==> config.mk <==
export PLATFORM = sky130hd
export DESIGN_NAME = paged_mem
export DESIGN_NICKNAME = d
export VERILOG_FILES = /design/src/rtl/paged_mem.sv
export SDC_FILE = /design/constraint.sdc
export NUM_CORES = 2
export LEC_CHECK = 0
export ABC_CLOCK_PERIOD_IN_PS = 3540
export BUFFER_PORTS_ARGS = -buffer_cell sky130_fd_sc_hd__buf_2
export CAP_MARGIN = 40
export CORE_AREA = 2 2 371 446
export CTS_CLUSTER_DIAMETER = 120
export DETAILED_ROUTE_END_ITERATION = 7
export DIE_AREA = 0 0 373 448
export PLACE_DENSITY_LB_ADDON = 0.25
export SYNTH_ARGS = -nofsm -noshare
export SYNTH_HDL_FRONTEND = slang
export SYNTH_SLANG_ARGS = --single-unit
==> constraint.sdc <==
create_clock -name clk -period 3.54 [get_ports clk]
set_clock_uncertainty 0.2 [all_clocks]
set_input_delay 0 -clock clk [delete_from_list [all_inputs] [get_ports clk]]
set_output_delay 0 -clock clk [all_outputs]
set_load 0.005 [all_outputs]
==> src/rtl/paged_mem.sv <==
// Paged single-port memory behind an auto-incrementing address pointer.
// Writes (and optionally reads) wrap inside a 2^PAGE_W-word page.
module paged_mem #(
  parameter int unsigned DATA_W  = 8,
  parameter int unsigned ADDR_W  = 8,
  parameter int unsigned PAGE_W  = 3,
  parameter int unsigned RD_WRAP = 0
) (
  input  logic              clk,
  input  logic              reset,
  input  logic              l_en,
  input  logic              w_en,
  input  logic              r_en,
  input  logic              wp,
  input  logic [ADDR_W-1:0] addr,
  input  logic [DATA_W-1:0] w_data,
  output logic [DATA_W-1:0] r_data,
  output logic              r_valid,
  output logic [ADDR_W-1:0] ptr,
  output logic              page_wrap,
  output logic              wp_err
);

  localparam int unsigned DEPTH      = 2 ** ADDR_W;
  localparam bit          RD_WRAP_EN = (RD_WRAP != 0);

  logic [DATA_W-1:0] mem [DEPTH];

  logic [ADDR_W-1:0] ptr_q, ptr_d;
  logic [DATA_W-1:0] r_data_q;
  logic              r_valid_q, r_valid_d;
  logic              page_wrap_q, page_wrap_d;
  logic              wp_err_q, wp_err_d;

  logic              wr_cmd, rd_cmd, mem_we, page_end;
  logic [ADDR_W-1:0] ptr_inc, ptr_base;

  // Command decode: load beats write beats read.
  always_comb begin
    wr_cmd   = ~l_en & w_en;
    rd_cmd   = ~l_en & ~w_en & r_en;
    mem_we   = wr_cmd & ~wp & ~reset;
    page_end = &ptr_q[PAGE_W-1:0];
    ptr_inc  = ptr_q + ADDR_W'(1);
    ptr_base = {ptr_q[ADDR_W-1:PAGE_W], {PAGE_W{1'b0}}};
  end

  // Next pointer and status pulses.
  always_comb begin
    ptr_d       = ptr_q;
    r_valid_d   = 1'b0;
    page_wrap_d = 1'b0;
    wp_err_d    = 1'b0;
    if (l_en) begin
      ptr_d = addr;
    end else if (w_en) begin
      wp_err_d = wp;
      if (page_end) begin
        ptr_d       = ptr_base;
        page_wrap_d = 1'b1;
      end else begin
        ptr_d = ptr_inc;
      end
    end else if (r_en) begin
      r_valid_d = 1'b1;
      if (RD_WRAP_EN && page_end) begin
        ptr_d       = ptr_base;
        page_wrap_d = 1'b1;
      end else begin
        ptr_d = ptr_inc;
      end
    end else begin
      ptr_d = ptr_q;
    end
  end

  always_ff @(posedge clk) begin
    if (reset) begin
      ptr_q       <= '0;
      r_data_q    <= '0;
      r_valid_q   <= 1'b0;
      page_wrap_q <= 1'b0;
      wp_err_q    <= 1'b0;
    end else begin
      ptr_q       <= ptr_d;
      r_valid_q   <= r_valid_d;
      page_wrap_q <= page_wrap_d;
      wp_err_q    <= wp_err_d;
      if (rd_cmd) begin
        r_data_q <= mem[ptr_q];
      end
    end
  end

  // Array carries no reset so it maps onto block RAM and survives reset.
  always_ff @(posedge clk) begin
    if (mem_we) begin
      mem[ptr_q] <= w_data;
    end
  end

  assign ptr       = ptr_q;
  assign r_data    = r_data_q;
  assign r_valid   = r_valid_q;
  assign page_wrap = page_wrap_q;
  assign wp_err    = wp_err_q;

endmodule

==> reports/metrics.yaml <==
run_status:
  status: "finished, final reports clean"
place:
  dpl.hpwl_mm: 141
  pre_cts_ws_ns: -0.169
  dpl.cell_count: 6310
  gp_congestion: 0.905
  portBuffers: 40
sta:
  clock.fmax_mhz: 288
  rsz0062_at_grt: "false"
  final-setup-viol-count: 0
  hold_ws_ns: 0.0561
  worst_slack_ns: 0.0735
  slew_viol_final: 0
  finalCritPeriodShare_pct: 97.9
  slew-limit-headroom_pct: 35.2
  setup_tns_ns: 0
  hold_violations: 0
  finalCriticalPeriod_ns: 3.47
  worst_slew_pin_slew_ns: 0.971
floorplan:
  core-area_um2: 162000
  die_y_um: 448
  rows: 162
  die-area_um2: 167000
  ios: 41
  start_util_pct: 49.9
  die_w_um: 373
min_path:
  hp-class: "in2reg"
cts:
  cts-buffers-inserted: 191
  cts-root-buf: "clkbuf_16"
  clk_latency_ns: 0.86
  path_clk_slew_ns: 0.07
  cts.sinks: 2067
  clock_path_buffers: 3
  cts_tree: "done"
  cts_htree_levels: 4
global_route:
  grt_first_pass_wirelength_mm: 309
  track_usage_pct: 26.2
  first_global_vias: 41900
  gr-total-overflow: 0
  antenna_found_initial: 10
  grt_max_degree: 145
detailed_routing:
  wl_met3_mm: 19.0
  vias_per_cell: 6.24
  drtIter0Drc: 5202
  drt-total-wl_mm: 218
  wl_met1_mm: 81.8
  ant_nets: 0
  drc: 0
  vias: 41900
  routedWlPerCell_um: 32.4
  routed.top_layer: "met5"
  firstDrtPassIters: 5
  wl_met2_mm: 107
synth:
  syn_inst: 3832
  async_reset_ff_share_pct: 0
  synth_ff_type: "edfxtp_1"
  syn_area_um2: 81000
  syn_avg_cell_area_um2: 21.1
  syn-num-nets: 3859
  synth_seq_area_share_pct: 76.4
  synth_seq_cells: 2067
  synth_edf_count: 2048
  ys_types: 73
  ys_warn_count: 0
worst_setup_path:
  startpoint_type: "flip-flop"
  worstSetupPathType: "reg2reg"
  regToRegSetupSlack_ns: 0.07
  worstPathArrival_ns: 3.99
  critPathCaptureType: "flip-flop"
  cp.required_ns: 4.06
  path_max_fanout: 46
finish:
  fin_nets: 4454
  fillers: 11600
  drive_gt1_share_pct: 29.6
  layout_commonest_cell: "edfxtp_1"
  layout_common_cells: "edfxtp_1 (2048), buf_4 (480), mux4_2 (448), nor2_1 (303), clkbuf_16 (194)"
  syn2layout_area_growth_pct: 16.5
  fin_cells: 6719
flow_run:
  drv_cap: 0
pwr:
  power_mw: 51.6
  ir_worst_vdd_mv: 0.506
  power_density_nw_per_um2: 547
  p_leak_nw: 30.4
==> critical path, cell delays in order, from the launching register on <==
cell and delay, ns:
dfxtp_4 0.49, buf_4 0.17, buf_12 0.30, mux4_1 0.59, nor2b_1 0.14, o311ai_1 0.47, nand4_1 0.33, nor4_2 0.46
a211oi_1 0.13
==> report_power, final <==
group          switching, mW  leakage [nW]  total, mW  internal (mW)
logic                   2.22          8.81       3.78           1.56
clock network           9.08          3.06       20.9           11.8
registers             0.0602          18.6       27.0           26.9
==> metrics by stage <==
step                      util (%)  cell area (um2)
final                         58.1            94300
after global routing          58.1            94300
after floorplan                  -            81000
after detailed placement      53.8            87400
after CTS                     58.0            94200
after global placement        53.5            86800
==> timing repair <==
| action | CTS | global route |
|---|---|---|
| endpoints found under the hold margin | 1907 | 1 |
| gates cloned | 0 | 1 |
| hold buffers | 45 | 1 |
| setup buffers | 2 | 3 |
| gates resized for setup | 7 | 9 |
| setup endpoints to repair | 2 | 4 |
==> final cells by class <==
| cell class | instances | area [um2] | share of cell area (%) |
|---|---|---|---|
| clock inverter | 106 | 1220 | 1.29 |
| multi-input combinational | 1521 | 17700 | 18.7 |
| timing repair buffer | 637 | 5750 | 6.09 |
| clock buffer | 245 | 5100 | 5.41 |
| inverter | 9 | 41.3 | 0.0438 |
| antenna | 2 | 5.00 | 0.00531 |
| sequential | 2067 | 61900 | 65.6 |
| tap | 2132 | 2670 | 2.83 |
==> synth_stat cells, types with 4 or more instances <==
cell	n	area, um2
ha_1	5	62.6
dfxtp_1	19	380
o2111ai_1	4	35.0
a21oi_1	15	75.1
mux4_1	41	1080
o22ai_1	40	250
or3_1	4	25.0
a32oi_1	14	123
clkbuf_1	75	282
inv_1	6	22.5
nor2_1	305	1140
and2_1	11	68.8
and3_1	18	113
nor4_1	5	31.3
mux2i_1	174	1740
o211ai_1	11	82.6
nor3_1	18	90.1
nand3_1	47	235
buf_1	8	30.0
buf_6	31	349
a31oi_1	9	56.3
edfxtp_1	2048	61500
mux2_2	13	146
nand4_1	5	31.3
nand2b_1	4	25.0
a22oi_1	64	480
o221ai_1	7	61.3
buf_2	57	285
buf_4	55	413
a311oi_1	6	52.6
a211oi_1	28	210
a2111oi_0	10	87.6
buf_12	5	100
nand2_1	125	469
mux4_2	448	10100
o21ai_0	17	85.1
a22o_1	7	61.3
o31ai_1	4	30.0
nor2b_1	13	81.3
==> flip-flops by register name (all words and copies together) (netlist names) <==
name,cells
wp_err,1
mem,2048
page_wrap,1
ptr,8
r_valid,1
r_data,8
==> worst paths after layout <==
path | end | cells past startpoint | start
max | r_data[7] | 8 | ptr[0]
min reg2reg | r_data[4] | 3 | r_data[4]
min | mem[95][3] | 2 | w_data[3]
max reg2reg | r_data[7] | 8 | ptr[0]
==> layer usage <==
| layer | GRT usage, % | vias to the layer above |
|---|---|---|
| met1 | 34.7 | 22200 |
| li1 | - | 17200 |
| met2 | 43.0 | 2124 |
| met3 | 4.79 | 444 |
| met5 | 0 | - |
| met4 | 11.5 | 6 |
==> cells by family after synthesis <==
logic type / share of synthesized area (%)
DFF: 76.4
muxes: 16.1
AOI/OAI and AO/OA: 2.42
adders and majority gates: 0.0773
and+or+nand+nor: 3.03
xor gates and xnor gates: 0.0216
buffers and inverters: 1.90
No activity file was read; power rests on OpenSTA's default activity.
